## config.mk

```make
export PLATFORM = sky130hd
export DESIGN_NAME = ohs_boost_axi_cfg_master_flat
export DESIGN_NICKNAME = d
export VERILOG_FILES = /design/src/rtl/ohs_boost_axi_cfg_master_if.sv /design/src/rtl/ohs_boost_axi_cfg_master.sv /design/src/flat_wrapper.sv
export SDC_FILE = /design/constraint.sdc
export NUM_CORES = 1
export LEC_CHECK = 0
export ABC_AREA = 1
export BUFFER_PORTS_ARGS = -buffer_cell sky130_fd_sc_hd__buf_2
export CORE_MARGIN = 5
export CORE_UTILIZATION = 48
export DETAILED_ROUTE_END_ITERATION = 10
export HOLD_SLACK_MARGIN = 0.02
export PLACE_DENSITY = 0.79
export SETUP_SLACK_MARGIN = 0.15
export SKIP_CTS_REPAIR_TIMING = 1
export SLEW_MARGIN = 20
export SYNTH_ARGS = -nofsm -noshare
export SYNTH_HDL_FRONTEND = slang
export SYNTH_SLANG_ARGS = --single-unit
```

## constraint.sdc

```tcl
create_clock -name aclk -period 9.6 [get_ports aclk]
set_input_delay 0.48 -clock aclk [delete_from_list [all_inputs] [get_ports aclk]]
set_output_delay 0.48 -clock aclk [all_outputs]
set_load 0.05 [all_outputs]
```

## src/rtl/ohs_boost_axi_cfg_master_if.sv

```systemverilog
// AXI4-Lite bus between the boost-model config master and the model's register slave.
interface ohs_boost_axi_cfg_master_if #(
    parameter int ADDR_WIDTH = 6,
    parameter int DATA_WIDTH = 32
);
    logic [ADDR_WIDTH-1:0]   awaddr;
    logic                    awvalid;
    logic                    awready;
    logic [DATA_WIDTH-1:0]   wdata;
    logic [DATA_WIDTH/8-1:0] wstrb;
    logic                    wvalid;
    logic                    wready;
    logic [1:0]              bresp;
    logic                    bvalid;
    logic                    bready;
    logic [ADDR_WIDTH-1:0]   araddr;
    logic                    arvalid;
    logic                    arready;
    logic [DATA_WIDTH-1:0]   rdata;
    logic [1:0]              rresp;
    logic                    rvalid;
    logic                    rready;

    modport master (
        output awaddr, awvalid, wdata, wstrb, wvalid, bready, araddr, arvalid, rready,
        input  awready, wready, bresp, bvalid, arready, rdata, rresp, rvalid
    );

    modport slave (
        input  awaddr, awvalid, wdata, wstrb, wvalid, bready, araddr, arvalid, rready,
        output awready, wready, bresp, bvalid, arready, rdata, rresp, rvalid
    );
endinterface

```

## src/rtl/ohs_boost_axi_cfg_master.sv

```systemverilog
// AXI4-Lite initiator: writes kL/kC/kR/vdc to the boost model and reads back its five outputs.
//
// state     | meaning
// ----------+---------------------------------------------------------
// S_IDLE    | waiting for cfg_start / mon_start
// S_WR      | AW and W valid, each dropped after its own handshake
// S_WR_RESP | bready high, waiting for B
// S_RD_ADDR | arvalid high, waiting for arready
// S_RD_DATA | rready high, waiting for R
// S_FINISH  | done (and mon_valid) pulse cycle, then back to idle
module ohs_boost_axi_cfg_master #(
    parameter int ADDR_WIDTH     = 6,
    parameter int DATA_WIDTH     = 32,
    parameter int TIMEOUT_CYCLES = 1024
) (
    input  logic                  aclk,
    input  logic                  reset,
    input  logic                  cfg_start,
    input  logic [DATA_WIDTH-1:0] cfg_kL,
    input  logic [DATA_WIDTH-1:0] cfg_kC,
    input  logic [DATA_WIDTH-1:0] cfg_kR,
    input  logic [DATA_WIDTH-1:0] cfg_vdc,
    input  logic                  mon_start,
    output logic                  busy,
    output logic                  done,
    output logic                  err,
    output logic                  err_timeout,
    output logic [DATA_WIDTH-1:0] mon_iL,
    output logic [DATA_WIDTH-1:0] mon_vL,
    output logic [DATA_WIDTH-1:0] mon_iC,
    output logic [DATA_WIDTH-1:0] mon_vC,
    output logic [DATA_WIDTH-1:0] mon_iLoad,
    output logic                  mon_valid,
    ohs_boost_axi_cfg_master_if.master m_axi
);
    typedef enum logic [2:0] {
        S_IDLE,
        S_WR,
        S_WR_RESP,
        S_RD_ADDR,
        S_RD_DATA,
        S_FINISH
    } state_t;

    localparam int TW = (TIMEOUT_CYCLES > 1) ? $clog2(TIMEOUT_CYCLES) : 1;
    localparam logic [TW-1:0] TO_LOAD = TW'((TIMEOUT_CYCLES > 0) ? TIMEOUT_CYCLES - 1 : 0);
    localparam logic [ADDR_WIDTH-1:0] RD_BASE = ADDR_WIDTH'(16);

    state_t                state;
    logic [2:0]            idx;
    logic [2:0]            idx_nxt;
    logic                  is_mon;
    logic [TW-1:0]         tcnt;
    logic [DATA_WIDTH-1:0] prm [4];
    logic                  aw_ok;
    logic                  w_ok;
    logic                  tc;

    assign m_axi.wstrb = {(DATA_WIDTH/8){1'b1}};

    always_comb begin
        idx_nxt = idx + 3'd1;
        aw_ok   = !m_axi.awvalid || m_axi.awready;
        w_ok    = !m_axi.wvalid || m_axi.wready;
        // Down-counter reaching zero is the terminal count; parameter 0 disables it.
        tc      = (TIMEOUT_CYCLES != 0) && (tcnt == '0);
    end

    always_ff @(posedge aclk or posedge reset) begin
        if (reset) begin
            state         <= S_IDLE;
            idx           <= '0;
            is_mon        <= 1'b0;
            tcnt          <= '0;
            for (int i = 0; i < 4; i++) prm[i] <= '0;
            busy          <= 1'b0;
            done          <= 1'b0;
            err           <= 1'b0;
            err_timeout   <= 1'b0;
            mon_iL        <= '0;
            mon_vL        <= '0;
            mon_iC        <= '0;
            mon_vC        <= '0;
            mon_iLoad     <= '0;
            mon_valid     <= 1'b0;
            m_axi.awaddr  <= '0;
            m_axi.awvalid <= 1'b0;
            m_axi.wdata   <= '0;
            m_axi.wvalid  <= 1'b0;
            m_axi.bready  <= 1'b0;
            m_axi.araddr  <= '0;
            m_axi.arvalid <= 1'b0;
            m_axi.rready  <= 1'b0;
        end else begin
            done      <= 1'b0;
            mon_valid <= 1'b0;
            case (state)
                S_IDLE: begin
                    // cfg has priority; a simultaneous mon_start is dropped.
                    if (cfg_start) begin
                        prm[0]        <= cfg_kL;
                        prm[1]        <= cfg_kC;
                        prm[2]        <= cfg_kR;
                        prm[3]        <= cfg_vdc;
                        idx           <= '0;
                        is_mon        <= 1'b0;
                        err           <= 1'b0;
                        err_timeout   <= 1'b0;
                        busy          <= 1'b1;
                        m_axi.awaddr  <= '0;
                        m_axi.wdata   <= cfg_kL;
                        m_axi.awvalid <= 1'b1;
                        m_axi.wvalid  <= 1'b1;
                        tcnt          <= TO_LOAD;
                        state         <= S_WR;
                    end else if (mon_start) begin
                        idx           <= '0;
                        is_mon        <= 1'b1;
                        err           <= 1'b0;
                        err_timeout   <= 1'b0;
                        busy          <= 1'b1;
                        m_axi.araddr  <= RD_BASE;
                        m_axi.arvalid <= 1'b1;
                        tcnt          <= TO_LOAD;
                        state         <= S_RD_ADDR;
                    end
                end
                S_WR: begin
                    if (m_axi.awvalid && m_axi.awready) m_axi.awvalid <= 1'b0;
                    if (m_axi.wvalid && m_axi.wready) m_axi.wvalid <= 1'b0;
                    if (aw_ok && w_ok) begin
                        m_axi.bready <= 1'b1;
                        tcnt         <= TO_LOAD;
                        state        <= S_WR_RESP;
                    end else if (tc) begin
                        m_axi.awvalid <= 1'b0;
                        m_axi.wvalid  <= 1'b0;
                        err           <= 1'b1;
                        err_timeout   <= 1'b1;
                        busy          <= 1'b0;
                        done          <= 1'b1;
                        state         <= S_FINISH;
                    end else begin
                        tcnt <= tcnt - TW'(1);
                    end
                end
                S_WR_RESP: begin
                    if (m_axi.bvalid) begin
                        m_axi.bready <= 1'b0;
                        if (m_axi.bresp != 2'b00 || idx == 3'd3) begin
                            if (m_axi.bresp != 2'b00) err <= 1'b1;
                            busy  <= 1'b0;
                            done  <= 1'b1;
                            state <= S_FINISH;
                        end else begin
                            idx           <= idx_nxt;
                            m_axi.awaddr  <= ADDR_WIDTH'({idx_nxt, 2'b00});
                            m_axi.wdata   <= prm[idx_nxt[1:0]];
                            m_axi.awvalid <= 1'b1;
                            m_axi.wvalid  <= 1'b1;
                            tcnt          <= TO_LOAD;
                            state         <= S_WR;
                        end
                    end else if (tc) begin
                        m_axi.bready <= 1'b0;
                        err          <= 1'b1;
                        err_timeout  <= 1'b1;
                        busy         <= 1'b0;
                        done         <= 1'b1;
                        state        <= S_FINISH;
                    end else begin
                        tcnt <= tcnt - TW'(1);
                    end
                end
                S_RD_ADDR: begin
                    if (m_axi.arready) begin
                        m_axi.arvalid <= 1'b0;
                        m_axi.rready  <= 1'b1;
                        tcnt          <= TO_LOAD;
                        state         <= S_RD_DATA;
                    end else if (tc) begin
                        m_axi.arvalid <= 1'b0;
                        err           <= 1'b1;
                        err_timeout   <= 1'b1;
                        busy          <= 1'b0;
                        done          <= 1'b1;
                        state         <= S_FINISH;
                    end else begin
                        tcnt <= tcnt - TW'(1);
                    end
                end
                S_RD_DATA: begin
                    if (m_axi.rvalid) begin
                        m_axi.rready <= 1'b0;
                        // Data is kept even on an error response to aid debug.
                        case (idx)
                            3'd0:    mon_iL    <= m_axi.rdata;
                            3'd1:    mon_vL    <= m_axi.rdata;
                            3'd2:    mon_iC    <= m_axi.rdata;
                            3'd3:    mon_vC    <= m_axi.rdata;
                            default: mon_iLoad <= m_axi.rdata;
                        endcase
                        if (m_axi.rresp != 2'b00) begin
                            err   <= 1'b1;
                            busy  <= 1'b0;
                            done  <= 1'b1;
                            state <= S_FINISH;
                        end else if (idx == 3'd4) begin
                            busy      <= 1'b0;
                            done      <= 1'b1;
                            mon_valid <= is_mon;
                            state     <= S_FINISH;
                        end else begin
                            idx           <= idx_nxt;
                            m_axi.araddr  <= RD_BASE + ADDR_WIDTH'({idx_nxt, 2'b00});
                            m_axi.arvalid <= 1'b1;
                            tcnt          <= TO_LOAD;
                            state         <= S_RD_ADDR;
                        end
                    end else if (tc) begin
                        m_axi.rready <= 1'b0;
                        err          <= 1'b1;
                        err_timeout  <= 1'b1;
                        busy         <= 1'b0;
                        done         <= 1'b1;
                        state        <= S_FINISH;
                    end else begin
                        tcnt <= tcnt - TW'(1);
                    end
                end
                S_FINISH: begin
                    state <= S_IDLE;
                end
                default: begin
                    state <= S_IDLE;
                end
            endcase
        end
    end
endmodule

```

## src/flat_wrapper.sv

```systemverilog
// flat-port wrapper written by rule: the top's interface ports become plain ports
module ohs_boost_axi_cfg_master_flat 
#(
    parameter int ADDR_WIDTH     = 6,
    parameter int DATA_WIDTH     = 32,
    parameter int TIMEOUT_CYCLES = 1024
)
  (aclk, reset, cfg_start, cfg_kL, cfg_kC, cfg_kR, cfg_vdc, mon_start, busy, done, err, err_timeout, mon_iL, mon_vL, mon_iC, mon_vC, mon_iLoad, mon_valid, m_axi_awaddr, m_axi_awvalid, m_axi_wdata, m_axi_wstrb, m_axi_wvalid, m_axi_bready, m_axi_araddr, m_axi_arvalid, m_axi_rready, m_axi_awready, m_axi_wready, m_axi_bresp, m_axi_bvalid, m_axi_arready, m_axi_rdata, m_axi_rresp, m_axi_rvalid);
  ohs_boost_axi_cfg_master_if #(.ADDR_WIDTH(ADDR_WIDTH), .DATA_WIDTH(DATA_WIDTH)) m_axi_i ();
  input  logic aclk;
  input  logic reset;
  input  logic cfg_start;
  input  logic [DATA_WIDTH-1:0] cfg_kL;
  input  logic [DATA_WIDTH-1:0] cfg_kC;
  input  logic [DATA_WIDTH-1:0] cfg_kR;
  input  logic [DATA_WIDTH-1:0] cfg_vdc;
  input  logic mon_start;
  output logic busy;
  output logic done;
  output logic err;
  output logic err_timeout;
  output logic [DATA_WIDTH-1:0] mon_iL;
  output logic [DATA_WIDTH-1:0] mon_vL;
  output logic [DATA_WIDTH-1:0] mon_iC;
  output logic [DATA_WIDTH-1:0] mon_vC;
  output logic [DATA_WIDTH-1:0] mon_iLoad;
  output logic mon_valid;
  output wire logic [$bits(m_axi_i.awaddr)-1:0] m_axi_awaddr;
  output wire logic [$bits(m_axi_i.awvalid)-1:0] m_axi_awvalid;
  output wire logic [$bits(m_axi_i.wdata)-1:0] m_axi_wdata;
  output wire logic [$bits(m_axi_i.wstrb)-1:0] m_axi_wstrb;
  output wire logic [$bits(m_axi_i.wvalid)-1:0] m_axi_wvalid;
  output wire logic [$bits(m_axi_i.bready)-1:0] m_axi_bready;
  output wire logic [$bits(m_axi_i.araddr)-1:0] m_axi_araddr;
  output wire logic [$bits(m_axi_i.arvalid)-1:0] m_axi_arvalid;
  output wire logic [$bits(m_axi_i.rready)-1:0] m_axi_rready;
  input wire logic [$bits(m_axi_i.awready)-1:0] m_axi_awready;
  input wire logic [$bits(m_axi_i.wready)-1:0] m_axi_wready;
  input wire logic [$bits(m_axi_i.bresp)-1:0] m_axi_bresp;
  input wire logic [$bits(m_axi_i.bvalid)-1:0] m_axi_bvalid;
  input wire logic [$bits(m_axi_i.arready)-1:0] m_axi_arready;
  input wire logic [$bits(m_axi_i.rdata)-1:0] m_axi_rdata;
  input wire logic [$bits(m_axi_i.rresp)-1:0] m_axi_rresp;
  input wire logic [$bits(m_axi_i.rvalid)-1:0] m_axi_rvalid;
  assign m_axi_awaddr = m_axi_i.awaddr;
  assign m_axi_awvalid = m_axi_i.awvalid;
  assign m_axi_wdata = m_axi_i.wdata;
  assign m_axi_wstrb = m_axi_i.wstrb;
  assign m_axi_wvalid = m_axi_i.wvalid;
  assign m_axi_bready = m_axi_i.bready;
  assign m_axi_araddr = m_axi_i.araddr;
  assign m_axi_arvalid = m_axi_i.arvalid;
  assign m_axi_rready = m_axi_i.rready;
  assign m_axi_i.awready = m_axi_awready;
  assign m_axi_i.wready = m_axi_wready;
  assign m_axi_i.bresp = m_axi_bresp;
  assign m_axi_i.bvalid = m_axi_bvalid;
  assign m_axi_i.arready = m_axi_arready;
  assign m_axi_i.rdata = m_axi_rdata;
  assign m_axi_i.rresp = m_axi_rresp;
  assign m_axi_i.rvalid = m_axi_rvalid;
  ohs_boost_axi_cfg_master #(.ADDR_WIDTH(ADDR_WIDTH), .DATA_WIDTH(DATA_WIDTH), .TIMEOUT_CYCLES(TIMEOUT_CYCLES)) u_core (.aclk(aclk), .reset(reset), .cfg_start(cfg_start), .cfg_kL(cfg_kL), .cfg_kC(cfg_kC), .cfg_kR(cfg_kR), .cfg_vdc(cfg_vdc), .mon_start(mon_start), .busy(busy), .done(done), .err(err), .err_timeout(err_timeout), .mon_iL(mon_iL), .mon_vL(mon_vL), .mon_iC(mon_iC), .mon_vC(mon_vC), .mon_iLoad(mon_iLoad), .mon_valid(mon_valid), .m_axi(m_axi_i));
endmodule
```

==> key figures <==
Power and ir drop
  – Leakage: 9.99 nW
  – Worst IR drop on VDD: 0.216 mV
  – Pwr dens: 367 nW/um2

Setup path
  – Startpoint types: register
  – Largest stage delay, worst path: 0.65 ns
  – Req. time, crit path: 10.03 ns
  – WP data arrival: 3.68 ns
  – Max FO, Critical Path: 84
  – RR Endpoint: u_core.m_axi.wdata[17]
  – Worst Setup End Kind: register
  – Cell Chain, Critical Path: buf_4 -> inv_2 -> ha_1 -> inv_2 -> a21oi_1 -> o21ai_0 -> nand3_1 -> a31oi_1
  – Reg2reg path depth: 8
  – Crit path kind: reg -> reg
  – Highest-delay cell along the critical path: buf_4
  – R2R Path Start: u_core.idx[0]
  – Register-to-Register Setup Slack: 6.35 ns
  – Crit-path most repeated cell: inv_2

STA
  – Post-layout min period: 3.25 ns
  – Measured slew at the worst slew-check pin: 1.06 ns
  – Total negative slack: 0 ns
  – WHS: 0.0489 ns
  – Fin. max-slew vios: 0
  – Slew margin rel.: 29.4%
  – Setup violations, final: 0
  – Worst Skew: 0.0217 ns
  – RSZ-0062 raised after global routing: false
  – Fmax: 0.308 GHz
  – Final-report hold violation count: 0
  – Fin crit share: 33.9%
  – Final setup margin: 6.35 ns

Clock tree
  – Worst-path clk slew: 0.06 ns
  – CTS tree: built
  – Worst skew pair latency: 0.52 ns
  – Root buffer cell: clkbuf_16
  – CTS Buf Count: 39
  – Clock Path Buffers: 3
  – Clock Sinks: 354
  – H-tree Lvls: 2

Die
  – Core area: 31300 um2
  – Die Ht: 188 um
  – Die width: 188 um
  – Ports: 391
  – Starting Density: 48.4%
  – Die area: 35200 um2
  – Rows: 65

Logic synthesis
  – Netlist cell types: 32
  – YS warnings: 0
  – Synth Register Bits: 354
  – Syn_area_per_cell: 8.49 um2
  – Post-synthesis instance total: 1783
  – Synth Cell Area: 15100 um2
  – Sequential fraction of the synthesis area: 58.5%

Route
  – Via count: 13400
  – Avg WL per Cell: 17.0 um
  – Residual DRC: 0
  – Vias/cell: 5.26
  – Drt initial violations: 1033
  – Final ANT Viol Nets: 0
  – WL final: 43.4 mm
  – DR pass1 iterations: 5

Global route
  – Largest net degree at the start of global routing: 177
  – GRT overflow: 0
  – Number of global-route vias before repair: 13200
  – All-Layer GR Usage: 24.0%
  – Antenna violations before repair: 2
  – First-pass GRT wire length: 70.1 mm

Final layout
  – Fillers: 2718
  – Area Overhead vs Synth: 22.1%
  – Finished Cell Area: 18500 um2
  – Net total in the final layout: 2299
  – Layout cells sized above 1: 22.1%

Placed design
  – RD Place Congestion: 0.899
  – Place WS: 6.32 ns
  – Placed cell area: 17200 um2
  – Buffers on Ports: 381
  – Detailed placement HPWL: 29.3 mm

Flow run
  – Total of max-cap violations: 0

Run status
  – Outcome: finished clean

Min path
  – Hold Path Class: in -> async
## layout make-up
| class | instances | area, um2 | share of cell area (%) |
|---|---|---|---|
| flip-flops and latches | 354 | 8860 | 47.9 |
| multi-input cells | 1235 | 5450 | 29.5 |
| repair buffers | 391 | 2000 | 10.8 |
| clock buffers | 58 | 1130 | 6.10 |
| well taps | 402 | 503 | 2.72 |
| inverters | 99 | 378 | 2.04 |
| clock inverters | 10 | 168 | 0.907 |
| diodes | 1 | 2.50 | 0.0135 |
## logic make-up (layout without fill, tap and decap cells)
family	count (synthesis)	after routing	synth area share (%)
simple gates	935	935	24.9
flops	354	354	58.5
compound gates	283	283	10.2
buf+inv	201	558	5.73
fa+ha+maj	6	6	0.496
other cells	2	10	0.0496
xor+xnor	2	2	0.116
## layer usage
| metal | vias to the layer above | GRT usage (%) | share of wire, % |
|---|---|---|---|
| met5 | - | 0 | 0.016 |
| met4 | 2 | 6.78 | 2.6 |
| met3 | 86 | 4.65 | 8.1 |
| met2 | 617 | 39.7 | 47 |
| met1 | 6374 | 32.6 | 42 |
| li1 | 6338 | - | - |
## worst max-delay path, delay by kind of cell, from the launching register on
family,cells,cell delay (ns)
AND/OR/NAND/NOR,1,0.10
AO/OA/AOI/OAI,3,0.40
flip-flops,1,0.34
buffers and inverters,3,1.79
adder cells (fa/ha/maj),1,0.50
## how the worst max path moves through the flow
stage                     cells past startpoint          start                     end
after floorplan                               1          reset             u_core.busy
after global placement                        7  u_core.idx[0]   u_core.m_axi.wdata[2]
after detailed placement                      8  u_core.idx[0]  u_core.m_axi.wdata[17]
after CTS                                     8  u_core.idx[0]  u_core.m_axi.wdata[16]
after global routing                          8  u_core.idx[0]  u_core.m_axi.wdata[17]
final                                         8  u_core.idx[0]  u_core.m_axi.wdata[17]
## cells in the final DEF, fill, tap and decap left out, types with 2 or more instances in the layout
cell type,n
nand2_1,738
buf_2,381
dfrtp_1,353
o21ai_0,169
nand3_1,105
inv_1,90
nor2_1,67
clkbuf_16,40
a31oi_1,32
o21a_1,32
a21oi_1,29
o21ai_1,18
clkbuf_1,12
conb_1,9
inv_2,7
buf_4,7
nor2_2,6
ha_1,6
clkbuf_8,6
bufinv_16,4
nand2_2,3
nor2_4,3
nand3_4,3
nor3_1,3
clkinv_2,3
nand2_4,2
nand4_1,2
clkinvlp_4,2
xor2_1,2
nand3b_1,2
buf_6,2
## report_power, final
group	internal, W	leakage [nW]	switching, W
combinational	0.000716	4.84	0.00216
sequential	0.00206	4.53	0.000342
clock	0.000921	0.630	0.000588
total	0.00369	9.99	0.00309
## state kept, by name, summed over array words and instances (netlist names)
| signal | cells |
|---|---|
| u_core.state | 3 |
| u_core.mon_iLoad | 32 |
| u_core.tcnt | 10 |
| u_core.m_axi.awvalid | 1 |
| u_core.m_axi.rready | 1 |
| u_core.m_axi.bready | 1 |
| u_core.m_axi.wdata | 32 |
| u_core.err_timeout | 1 |
| u_core.done | 1 |
| u_core.mon_vC | 32 |
| u_core.m_axi.wvalid | 1 |
| u_core.m_axi.awaddr | 3 |
| u_core.mon_iC | 32 |
| u_core.mon_vL | 32 |
| u_core.mon_valid | 1 |
| u_core.idx | 3 |
| u_core.err | 1 |
| u_core.mon_iL | 32 |
| u_core.busy | 1 |
| u_core.m_axi.arvalid | 1 |
| u_core.m_axi.araddr | 4 |
| u_core.prm | 128 |
| u_core.is_mon | 1 |
## metrics by stage
step | util [%] | power (W) | std cells
6_report | 59.0 | 0.00679 | 2550
5_1_grt | 59.0 | 0.00720 | 2550
4_1_cts | 59.0 | 0.00682 | 2549
3_5_place_dp | 54.9 | 0.00528 | 2481
3_3_place_gp | 54.9 | 0.00520 | 2481
2_1_floorplan | - | 0.00454 | 1790
## Yosys cell counts
| library cell | instances | share of area, % |
|---|---|---|
| nor2_2 | 6 | 0.25 |
| buf_1 | 3 | 0.074 |
| a21oi_1 | 29 | 0.96 |
| o22ai_1 | 1 | 0.041 |
| nand4_1 | 2 | 0.083 |
| nor2_1 | 67 | 1.7 |
| nor2_4 | 3 | 0.22 |
| clkinv_1 | 1 | 0.025 |
| nand3_1 | 105 | 3.5 |
| o21ai_0 | 169 | 5.6 |
| buf_6 | 1 | 0.074 |
| dfrtp_1 | 354 | 59 |
| nand2_4 | 1 | 0.074 |
| nand3b_1 | 2 | 0.099 |
| nor3_1 | 3 | 0.099 |
| o221ai_1 | 1 | 0.058 |
| conb_1 | 2 | 0.050 |
| a31oi_1 | 32 | 1.3 |
| nand2_1 | 738 | 18 |
| o2111ai_1 | 1 | 0.058 |
| xor2_1 | 2 | 0.12 |
| ha_1 | 6 | 0.50 |
| inv_2 | 6 | 0.15 |
| nor2_8 | 1 | 0.13 |
| o21ai_1 | 18 | 0.60 |
| inv_1 | 92 | 2.3 |
| buf_4 | 19 | 0.94 |
| o21a_1 | 32 | 1.6 |
| nand2_2 | 4 | 0.17 |
| clkbuf_1 | 52 | 1.3 |
| buf_2 | 27 | 0.89 |
| nand3_4 | 3 | 0.35 |
No activity file was read; power rests on OpenSTA's default activity.
